[src/rtl/tetris_event_bridge_pkg.sv]
// Shared constants and the line-clear scoring table for the game-event bridge.
package tetris_event_bridge_pkg;

  localparam int unsigned NUM_PIECES      = 7;
  localparam int unsigned FROMGAME_SCORE  = 0;
  localparam int unsigned FROMGAME_ROTATE = 1;
  localparam int unsigned LFSR_W          = 16;
  localparam logic [2:0]  POINTS_MAX      = 3'd7;

  // Points awarded for a drop that clears the given number of rows; 4 or more pays the max.
  function automatic logic [2:0] points_lut(input logic [2:0] lines);
    case (lines)
      3'd0:    points_lut = 3'd0;
      3'd1:    points_lut = 3'd1;
      3'd2:    points_lut = 3'd3;
      3'd3:    points_lut = 3'd5;
      default: points_lut = 3'd7;
    endcase
  endfunction

endpackage

[src/rtl/tetris_event_bridge_if.sv]
// Game-side event inputs and regfile-side event outputs of the bridge.
interface tetris_event_bridge_if;

  logic       btn_rotate_raw;
  logic       lines_valid;
  logic [2:0] lines_cleared;
  logic       piece_req;
  logic       cpu_write_busy;
  logic [2:0] addPoints;
  logic       rotate;
  logic [1:0] fromGame;
  logic [3:0] blockType;
  logic       piece_valid;

  // Game/regfile side: drives raw events, consumes the bridged outputs.
  modport master (
    output btn_rotate_raw, lines_valid, lines_cleared, piece_req, cpu_write_busy,
    input  addPoints, rotate, fromGame, blockType, piece_valid
  );

  // Bridge side.
  modport slave (
    input  btn_rotate_raw, lines_valid, lines_cleared, piece_req, cpu_write_busy,
    output addPoints, rotate, fromGame, blockType, piece_valid
  );

endinterface

[src/rtl/tetris_event_bridge_btn_debounce.sv]
// Two-flop synchroniser followed by a stability counter for the rotate button.
module btn_debounce #(
  parameter int unsigned DEBOUNCE_CYCLES = 250000
) (
  input  logic clock,
  input  logic ctrl_reset,
  input  logic btn_raw_i,
  output logic level_o,
  output logic rise_pulse_o
);

  localparam int unsigned CW = (DEBOUNCE_CYCLES > 1) ? $clog2(DEBOUNCE_CYCLES) : 1;
  localparam logic [CW-1:0] CNT_MAX = CW'(DEBOUNCE_CYCLES - 1);

  logic [1:0]    sync_q;
  logic [CW-1:0] cnt_q, cnt_d;
  logic          level_q, level_d;
  logic          btn_sync, differ, expire;

  assign btn_sync = sync_q[1];

  // Bring the asynchronous button into the clock domain.
  always_ff @(posedge clock) begin
    // NOTE: non-blocking assignments here so every flop samples pre-edge values, whatever the statement order.
    if (ctrl_reset) sync_q <= '0;
    else            sync_q <= {sync_q[0], btn_raw_i};
  end

  // Count consecutive cycles of disagreement; flip the level once it has lasted long enough.
  always_comb begin
    // NOTE: defaults first so every path assigns every output and no latch is inferred.
    cnt_d   = '0;
    level_d = level_q;
    differ  = (btn_sync != level_q);
    expire  = differ && (cnt_q == CNT_MAX);
    if (expire) begin
      level_d = ~level_q;
    end else if (differ) begin
      cnt_d = cnt_q + 1'b1;
    end
  end

  // Debounce state register.
  always_ff @(posedge clock) begin
    if (ctrl_reset) begin
      cnt_q   <= '0;
      level_q <= 1'b0;
    end else begin
      cnt_q   <= cnt_d;
      level_q <= level_d;
    end
  end

  assign level_o      = level_q;
  // High in the cycle whose closing edge turns the level from 0 to 1.
  assign rise_pulse_o = expire && !level_q;

endmodule

[src/rtl/tetris_event_bridge.sv]
// Bridges game events (rotate button, line clears, piece requests) into the regfile's
// game-input side, holding score/rotate events until a cycle with no CPU write.
module tetris_event_bridge
  import tetris_event_bridge_pkg::*;
#(
  parameter int unsigned       DEBOUNCE_CYCLES = 250000,
  parameter logic [LFSR_W-1:0] LFSR_SEED       = 16'hACE1
) (
  input logic                  clock,
  input logic                  ctrl_reset,
  tetris_event_bridge_if.slave bus
);

  logic              rot_rise, rot_level;
  logic [2:0]        add_points_q, add_points_d;
  logic [1:0]        from_game_q, from_game_d;
  logic [3:0]        block_type_q, block_type_d;
  logic              piece_valid_q, piece_valid_d;
  logic              req_pending_q, req_pending_d;
  logic [LFSR_W-1:0] lfsr_q;
  logic              score_accept, rotate_accept, piece_take;
  logic [2:0]        score_base;
  logic [3:0]        score_sum;

  btn_debounce #(.DEBOUNCE_CYCLES(DEBOUNCE_CYCLES)) u_btn_debounce (
    .clock        (clock),
    .ctrl_reset   (ctrl_reset),
    .btn_raw_i    (bus.btn_rotate_raw),
    .level_o      (rot_level),
    .rise_pulse_o (rot_rise)
  );

  // Free-running Fibonacci LFSR (taps 16,14,13,11); a non-zero seed keeps it off the all-zero lockup.
  always_ff @(posedge clock) begin
    if (ctrl_reset) lfsr_q <= LFSR_SEED;
    else            lfsr_q <= {lfsr_q[14:0], lfsr_q[15] ^ lfsr_q[13] ^ lfsr_q[12] ^ lfsr_q[10]};
  end

  // Score and rotate event hold: a pending event is consumed by the first non-busy cycle,
  // and a new event arriving in that same cycle starts fresh instead of accumulating.
  always_comb begin
    from_game_d   = from_game_q;
    add_points_d  = add_points_q;
    score_accept  = from_game_q[FROMGAME_SCORE]  && !bus.cpu_write_busy;
    rotate_accept = from_game_q[FROMGAME_ROTATE] && !bus.cpu_write_busy;
    score_base    = score_accept ? 3'd0 : add_points_q;
    score_sum     = {1'b0, score_base} + {1'b0, points_lut(bus.lines_cleared)};

    if (bus.lines_valid && (bus.lines_cleared != 3'd0)) begin
      add_points_d                = (score_sum > 4'(POINTS_MAX)) ? POINTS_MAX : score_sum[2:0];
      from_game_d[FROMGAME_SCORE] = 1'b1;
    end else if (score_accept) begin
      add_points_d                = 3'd0;
      from_game_d[FROMGAME_SCORE] = 1'b0;
    end

    if (rot_rise)           from_game_d[FROMGAME_ROTATE] = 1'b1;
    else if (rotate_accept) from_game_d[FROMGAME_ROTATE] = 1'b0;
  end

  // Piece request: sample the LFSR each pending cycle, retrying while the draw is out of range.
  always_comb begin
    block_type_d  = block_type_q;
    piece_valid_d = 1'b0;
    piece_take    = req_pending_q && (int'(lfsr_q[2:0]) < NUM_PIECES);
    if (piece_take) begin
      block_type_d  = {1'b0, lfsr_q[2:0]};
      piece_valid_d = 1'b1;
    end
    req_pending_d = (req_pending_q && !piece_take) || bus.piece_req;
  end

  // Output and event registers.
  always_ff @(posedge clock) begin
    if (ctrl_reset) begin
      add_points_q  <= '0;
      from_game_q   <= '0;
      block_type_q  <= '0;
      piece_valid_q <= 1'b0;
      req_pending_q <= 1'b0;
    end else begin
      add_points_q  <= add_points_d;
      from_game_q   <= from_game_d;
      block_type_q  <= block_type_d;
      piece_valid_q <= piece_valid_d;
      req_pending_q <= req_pending_d;
    end
  end

  assign bus.addPoints   = add_points_q;
  assign bus.fromGame    = from_game_q;
  assign bus.rotate      = from_game_q[FROMGAME_ROTATE];
  assign bus.blockType   = block_type_q;
  assign bus.piece_valid = piece_valid_q;

  // The debounced level itself is not forwarded; only its rising edge produces an event.
  logic unused_level;
  assign unused_level = rot_level;

endmodule

[src/flat_wrapper.sv]
// flat-port wrapper written by rule: the top's interface ports become plain ports
module tetris_event_bridge_flat import tetris_event_bridge_pkg::*;
#(
  parameter int unsigned       DEBOUNCE_CYCLES = 250000,
  parameter logic [LFSR_W-1:0] LFSR_SEED       = 16'hACE1
)
  (clock, ctrl_reset, bus_btn_rotate_raw, bus_lines_valid, bus_lines_cleared, bus_piece_req, bus_cpu_write_busy, bus_addPoints, bus_rotate, bus_fromGame, bus_blockType, bus_piece_valid);
  tetris_event_bridge_if bus_i ();
  input logic clock;
  input logic ctrl_reset;
  input wire logic [$bits(bus_i.btn_rotate_raw)-1:0] bus_btn_rotate_raw;
  input wire logic [$bits(bus_i.lines_valid)-1:0] bus_lines_valid;
  input wire logic [$bits(bus_i.lines_cleared)-1:0] bus_lines_cleared;
  input wire logic [$bits(bus_i.piece_req)-1:0] bus_piece_req;
  input wire logic [$bits(bus_i.cpu_write_busy)-1:0] bus_cpu_write_busy;
  output wire logic [$bits(bus_i.addPoints)-1:0] bus_addPoints;
  output wire logic [$bits(bus_i.rotate)-1:0] bus_rotate;
  output wire logic [$bits(bus_i.fromGame)-1:0] bus_fromGame;
  output wire logic [$bits(bus_i.blockType)-1:0] bus_blockType;
  output wire logic [$bits(bus_i.piece_valid)-1:0] bus_piece_valid;
  assign bus_i.btn_rotate_raw = bus_btn_rotate_raw;
  assign bus_i.lines_valid = bus_lines_valid;
  assign bus_i.lines_cleared = bus_lines_cleared;
  assign bus_i.piece_req = bus_piece_req;
  assign bus_i.cpu_write_busy = bus_cpu_write_busy;
  assign bus_addPoints = bus_i.addPoints;
  assign bus_rotate = bus_i.rotate;
  assign bus_fromGame = bus_i.fromGame;
  assign bus_blockType = bus_i.blockType;
  assign bus_piece_valid = bus_i.piece_valid;
  tetris_event_bridge #(.DEBOUNCE_CYCLES(DEBOUNCE_CYCLES), .LFSR_SEED(LFSR_SEED)) u_core (.clock(clock), .ctrl_reset(ctrl_reset), .bus(bus_i));
endmodule
[config.mk]
export PLATFORM = sky130hd
export DESIGN_NAME = tetris_event_bridge_flat
export DESIGN_NICKNAME = d
export VERILOG_FILES = /design/src/rtl/tetris_event_bridge_pkg.sv /design/src/rtl/tetris_event_bridge_if.sv /design/src/rtl/tetris_event_bridge_btn_debounce.sv /design/src/rtl/tetris_event_bridge.sv /design/src/flat_wrapper.sv
export SDC_FILE = /design/constraint.sdc
export NUM_CORES = 1
export LEC_CHECK = 0
export BUFFER_PORTS_ARGS = -buffer_cell sky130_fd_sc_hd__buf_4
export CORE_MARGIN = 2
export CORE_UTILIZATION = 40
export CTS_BUF_LIST = sky130_fd_sc_hd__clkbuf_8
export CTS_CLUSTER_DIAMETER = 50
export DETAILED_ROUTE_END_ITERATION = 8
export GPL_ROUTABILITY_DRIVEN = 0
export PLACE_DENSITY_LB_ADDON = 0.2
export SETUP_SLACK_MARGIN = 0.2
export SLEW_MARGIN = 25
export SYNTH_ARGS = -nofsm -noshare
export SYNTH_HDL_FRONTEND = slang
export SYNTH_SLANG_ARGS = --single-unit
[constraint.sdc]
create_clock -name clock -period 2.2 [get_ports clock]
set_input_delay 0.11 -clock clock [delete_from_list [all_inputs] [get_ports clock]]
set_output_delay 0.11 -clock clock [all_outputs]
set_load 0.005 [all_outputs]
After elaboration in Yosys (flattened, before gate mapping)
Index checks and enable logic that the tools add are counted.

$add $sub $neg: 2. Multipliers: 0. Divide/modulo/power cells: 0. $lt $le $gt $ge: 2. Equality and inequality tests: 5. Shift-type cells: 0. Mux-type cells: 9. Bitwise gates (word level): 5. Reduce and logical (&&, ||, !) cells: 16.

Operator list (count): $add A18 B1 Y18 const B (1); $eq A18 B18 Y1 const B (1); $pmux W3 S4 (1); $mux W3 (3); $logic_and A1 B1 Y1 (7); $eq A3 B2 Y1 const B (2); $mux W1 (5); $add A3 B3 Y4 (1); $gt A4 B3 Y1 const B (1); $reduce_bool A2 Y1 (2); $eq A3 B1 Y1 const B (1); $logic_not A1 Y1 (3); $logic_not A3 Y1 (1); $lt A3 B3 Y1 const B (1); $reduce_bool A3 Y1 (1); $reduce_or A3 Y1 (1); $xor A1 B1 Y1 (3); $not A1 Y1 (2); $logic_or A1 B1 Y1 (1); $ne A1 B1 Y1 (1).

Flip-flop bits (word level): 47. Bits in latches: 0. Bits in writable memories: 0. ROM bits: 0. Bits of input ports: 9. Output and inout bits: 11. Logic and storage cells: 49. Memories: 0.

Logic depth before layout (Yosys ltp)
Depth after elaboration: 7. Gate-level depth with buffers: 7.

Modules after synthesis
From an unflattened synthesis, not the netlist that was laid out.

Cell total of the unflattened synthesis: 199. Area, all modules: 2003.2 sq um.

Modules (own cells, without submodules): btn_debounce (times used 1, cells each 104, area each 1019.7 sq um); tetris_event_bridge (times used 1, cells each 95, area each 983.4 sq um).

Least setup slack after synthesis
No wires, ideal clock.

Kind: reg2reg. Start: reg u_core.from_game_q[0] (netlist: u_core.bus.fromGame[0]). End: reg u_core.add_points_q[2] (netlist: u_core.bus.addPoints[2]). Setup time: 0.095 ns. Data arrival time: 1.496 ns. Required time: 2.105 ns. Setup slack: 0.609 ns. Cell stages (with the launch flop): 8. Cells stage by stage: dfxtp_1 -> nand2b_1 -> nand2_1 -> inv_1 -> ha_1 -> fa_1 -> xnor2_1 -> a221oi_1.

Word-level cells in the longest chain between the ends: 6.

RTL lines: from (decl) (RTL line tetris_event_bridge.sv:16) `logic [1:0] from_game_q, from_game_d;`; from (signal assigned) (RTL line tetris_event_bridge.sv:83) `from_game_q <= from_game_d;`; $logic_and A1 B1 Y1 (*) (RTL line tetris_event_bridge.sv:44) `score_accept = from_game_q[FROMGAME_SCORE] && !bus.cpu_write_busy;`; $mux W3 (*) (RTL line tetris_event_bridge.sv:46) `score_base = score_accept ? 3'd0 : add_points_q;`; $add A3 B3 Y4 (RTL line tetris_event_bridge.sv:47) `score_sum = {1'b0, score_base} + {1'b0, points_lut(bus.lines_cleared)};`; $gt A4 B3 Y1 (RTL line tetris_event_bridge.sv:50) `add_points_d = (score_sum > 4'(POINTS_MAX)) ? POINTS_MAX : score_sum[2:0];`; $mux W3 (RTL line tetris_event_bridge.sv:50); $mux W3 (*) (RTL line tetris_event_bridge.sv:49) `if (bus.lines_valid && (bus.lines_cleared != 3'd0)) begin`; to (signal assigned) (RTL line tetris_event_bridge.sv:82) `add_points_q <= add_points_d;`; to (decl) (RTL line tetris_event_bridge.sv:15) `logic [2:0] add_points_q, add_points_d;`.

Every way passes the cells marked *; elsewhere a longest branch is shown, timed or not. A chain may end at the register's enable or synchronous reset.

Final worst setup path
Same ends and word-level chain as after synthesis.

==> results by group <==
Layout
  – Antenna diode count: 0
  – Share of layout cells above drive strength 1: 17.9%
  – Finished Layout Cells: 277
  – P&R area growth vs syn: 14.0%
  – Nets@finish: 236

Worst setup path
  – WP data required: 2.36 ns
  – Critical Path Start: u_core.bus.fromGame[0]
  – WP buf/inv: 1
  – Startpoint types: flop
  – Crit path arrival time: 1.91 ns
  – Slowest stage delay, CP: 0.41 ns
  – Crit path max-delay family: compound AO/OA/AOI/OAI gates
  – Cells along the critical path: nand2b_1 > nand2_1 > inv_1 > ha_1 > a21o_1 > a211oi_1 > a221oi_1
  – CP endpoint kind: flop
  – Critical-path top delay cell: a211oi_1
  – RR Endpoint: u_core.bus.addPoints[2]
  – CP Max Fanout: 3
  – R2R cell count: 7
  – Setup CP Type: reg2reg
  – R2r startpoint: u_core.bus.fromGame[0]
  – R2R Setup Slk: 0.45 ns

Timing
  – Pins over their slew limit: 0
  – WHS: 0.0189 ns
  – Clk_skew: 0.0120 ns
  – Post-route clock period utilization: 79.6%
  – Final worst slack: 0.450 ns
  – F_max: 0.571 GHz
  – Setup TNS: 0 ns
  – Final min period: 1.75 ns
  – Final Hold Vio Count: 0
  – Unrepaired setup endpoints after global routing: no
  – Final setup fails: 0

Place
  – DP HPWL: 2120 microns
  – Port bufs: 18
  – Setup slack at placement: 0.430 ns
  – Placed cells: 268

Clock network
  – H-tree Lvls: 2
  – Num Clock Sinks: 47
  – CTS tree: done
  – CTS Buf Count: 5
  – CTS resizes: 0
  – CTS Hold Buffers Added: 1
  – Clock slew at reported path FFs: 0.09 ns
  – Worst skew pair latency: 0.30 ns
  – CTS root buffer: clkbuf_8
  – Post-CTS setup buffers: 0
  – Clk buf depth: 2

Die
  – Cell Rows: 25
  – IO Count: 20
  – Core Footprint: 4690 sq um
  – Die width: 73.4 microns
  – Die H: 73.4 microns
  – Starting Density: 41.0%
  – DIE AREA: 5380 sq um

GRT
  – First-pass GRT wire length: 5420 microns
  – Vias in the first global route: 1267
  – Grt ovf: 0
  – Antenna violations before repair: 0
  – Tot GR Track Use: 12.9%
  – Largest net degree at the start of global routing: 31

Detailed routing
  – ANT nets after route: 0
  – Drt initial violations: 52
  – TritonRoute pass-1 iters: 4
  – Routed wire length: 3120 microns
  – Vias: 1389
  – DR DRC count: 0
  – Wire per inst: 11.3 microns
  – Vias per inst: 5.01

Synth
  – Post-synth top area cell: dfxtp_1
  – Synth warn: 0
  – Number of flops mapped to enable cells by yosys: 0
  – #FFs+latches synth: 47
  – Sequential-to-total area share from yosys stat: 48.9%
  – Yosys cell types: 37
  – Syn Std Cell Area: 1920 sq um
  – Syn Area/Cell: 9.53 sq um
  – Commonest cells post-synth: dfxtp_1, nor2_1, xnor2_1
  – Syn_nets: 216
  – Cell count after synthesis: 202
  – Synth top area share: 48.9%
  – Most frequent cell after synthesis: dfxtp_1
  – Post-synth top flop: dfxtp_1
  – Area contributors post-synth: dfxtp_1, xnor2_1, nor2b_1
  – Post-synth ARST share: 0%

Power
  – Static Leak: 0.861 nW
  – Worst vdd ir: 0.404 mV
  – Final Power: 0.00159 W
  – Power per cell area: 727 nW/um^2

Hold path
  – Worst hold start: bus_piece_req
  – HP Class: in2reg
  – Hold Path End: u_core.req_pending_q
  – Hold path cells: 3

Job
  – Max Cap Viol: 0

Outcome
  – Status: completed
==> where the power goes <==
group	switching, W	leakage [nW]	internal [W]
combinational	0.0000589	0.424	0.0000724
sequential	0.0000220	0.386	0.000887
clock	0.000314	0.0511	0.000240
total	0.000395	0.861	0.00120
==> layout make-up <==
class                   count  area (sq um)
well taps                  54          67.6
fillers                   468          2500
clock buffers               5          68.8
clock inverters             3          28.8
multi-input cells         140           905
repair buffers             20           153
inverters                   8          30.0
flip-flops and latches     47           941
==> how the worst max path moves through the flow <==
stage / depth (start not counted) / end / slack (ns)
2_1_floorplan: 7 / u_core.bus.addPoints[2] / 0.61
3_3_place_gp: 6 / u_core.bus.addPoints[2] / 0.47
3_5_place_dp: 6 / u_core.bus.addPoints[2] / 0.43
4_1_cts: 7 / u_core.bus.addPoints[0] / 0.46
5_1_grt: 7 / u_core.bus.addPoints[2] / 0.32
6_report: 7 / u_core.bus.addPoints[2] / 0.45
==> per-layer routing <==
| metal | GRT usage, % | vias to the layer above | routed length [microns] |
|---|---|---|---|
| met5 | 0 | - | 0 |
| met4 | 4.85 | 0 | 29 |
| met3 | 4.53 | 2 | 79 |
| met2 | 18.9 | 13 | 1320 |
| met1 | 17.5 | 648 | 1700 |
| li1 | - | 726 | - |
==> stage by stage <==
| stage | util [%] | cell area (sq um) |
|---|---|---|
| after global placement | 44.5 | 2090 |
| after detailed placement | 44.5 | 2090 |
| after global routing | 46.7 | 2190 |
| final | 46.7 | 2190 |
| after floorplan | - | 1920 |
| after CTS | 46.7 | 2190 |
==> worst register-to-register path, delay by kind of cell (launching register included) <==
family | cells | cell delay (ns)
simple gates | 2 | 0.20
fa+ha+maj | 1 | 0.29
flops | 1 | 0.35
compound gates | 3 | 0.70
buf+inv | 1 | 0.08
==> cell usage in the layout (no fill, tap or decap), types with 4 or more instances in the layout <==
| cell type | count |
|---|---|
| a21oi_1 | 7 |
| and3_1 | 6 |
| buf_4 | 19 |
| clkbuf_8 | 5 |
| dfxtp_1 | 47 |
| ha_1 | 4 |
| inv_1 | 8 |
| nand2_1 | 14 |
| nand3_1 | 9 |
| nor2_1 | 19 |
| nor2b_1 | 13 |
| nor3_1 | 8 |
| nor4_1 | 6 |
| or2_2 | 7 |
| xnor2_1 | 15 |
| xor2_1 | 5 |
==> registers in the layout (all words and copies together), names as in the netlist <==
name	cells
u_core.u_btn_debounce.cnt_q	18
u_core.req_pending_q	1
u_core.bus.piece_valid	1
u_core.u_btn_debounce.level_o	1
u_core.u_btn_debounce.sync_q	2
u_core.bus.blockType	3
u_core.lfsr_q	16
u_core.bus.addPoints	3
u_core.bus.fromGame	2
==> kinds of logic (layout without fill, tap and decap cells) <==
logic type	count (synthesis)	after routing	synth area share [%]
compound gates	17	17	5.85
xor+xnor	20	20	9.10
fa+ha+maj	5	5	3.64
buf+inv	15	36	4.10
flops	47	47	48.9
mux	1	1	0.585
other cells	1	1	0.195
simple gates	96	96	27.6
Power figures use the tool's default switching activity.
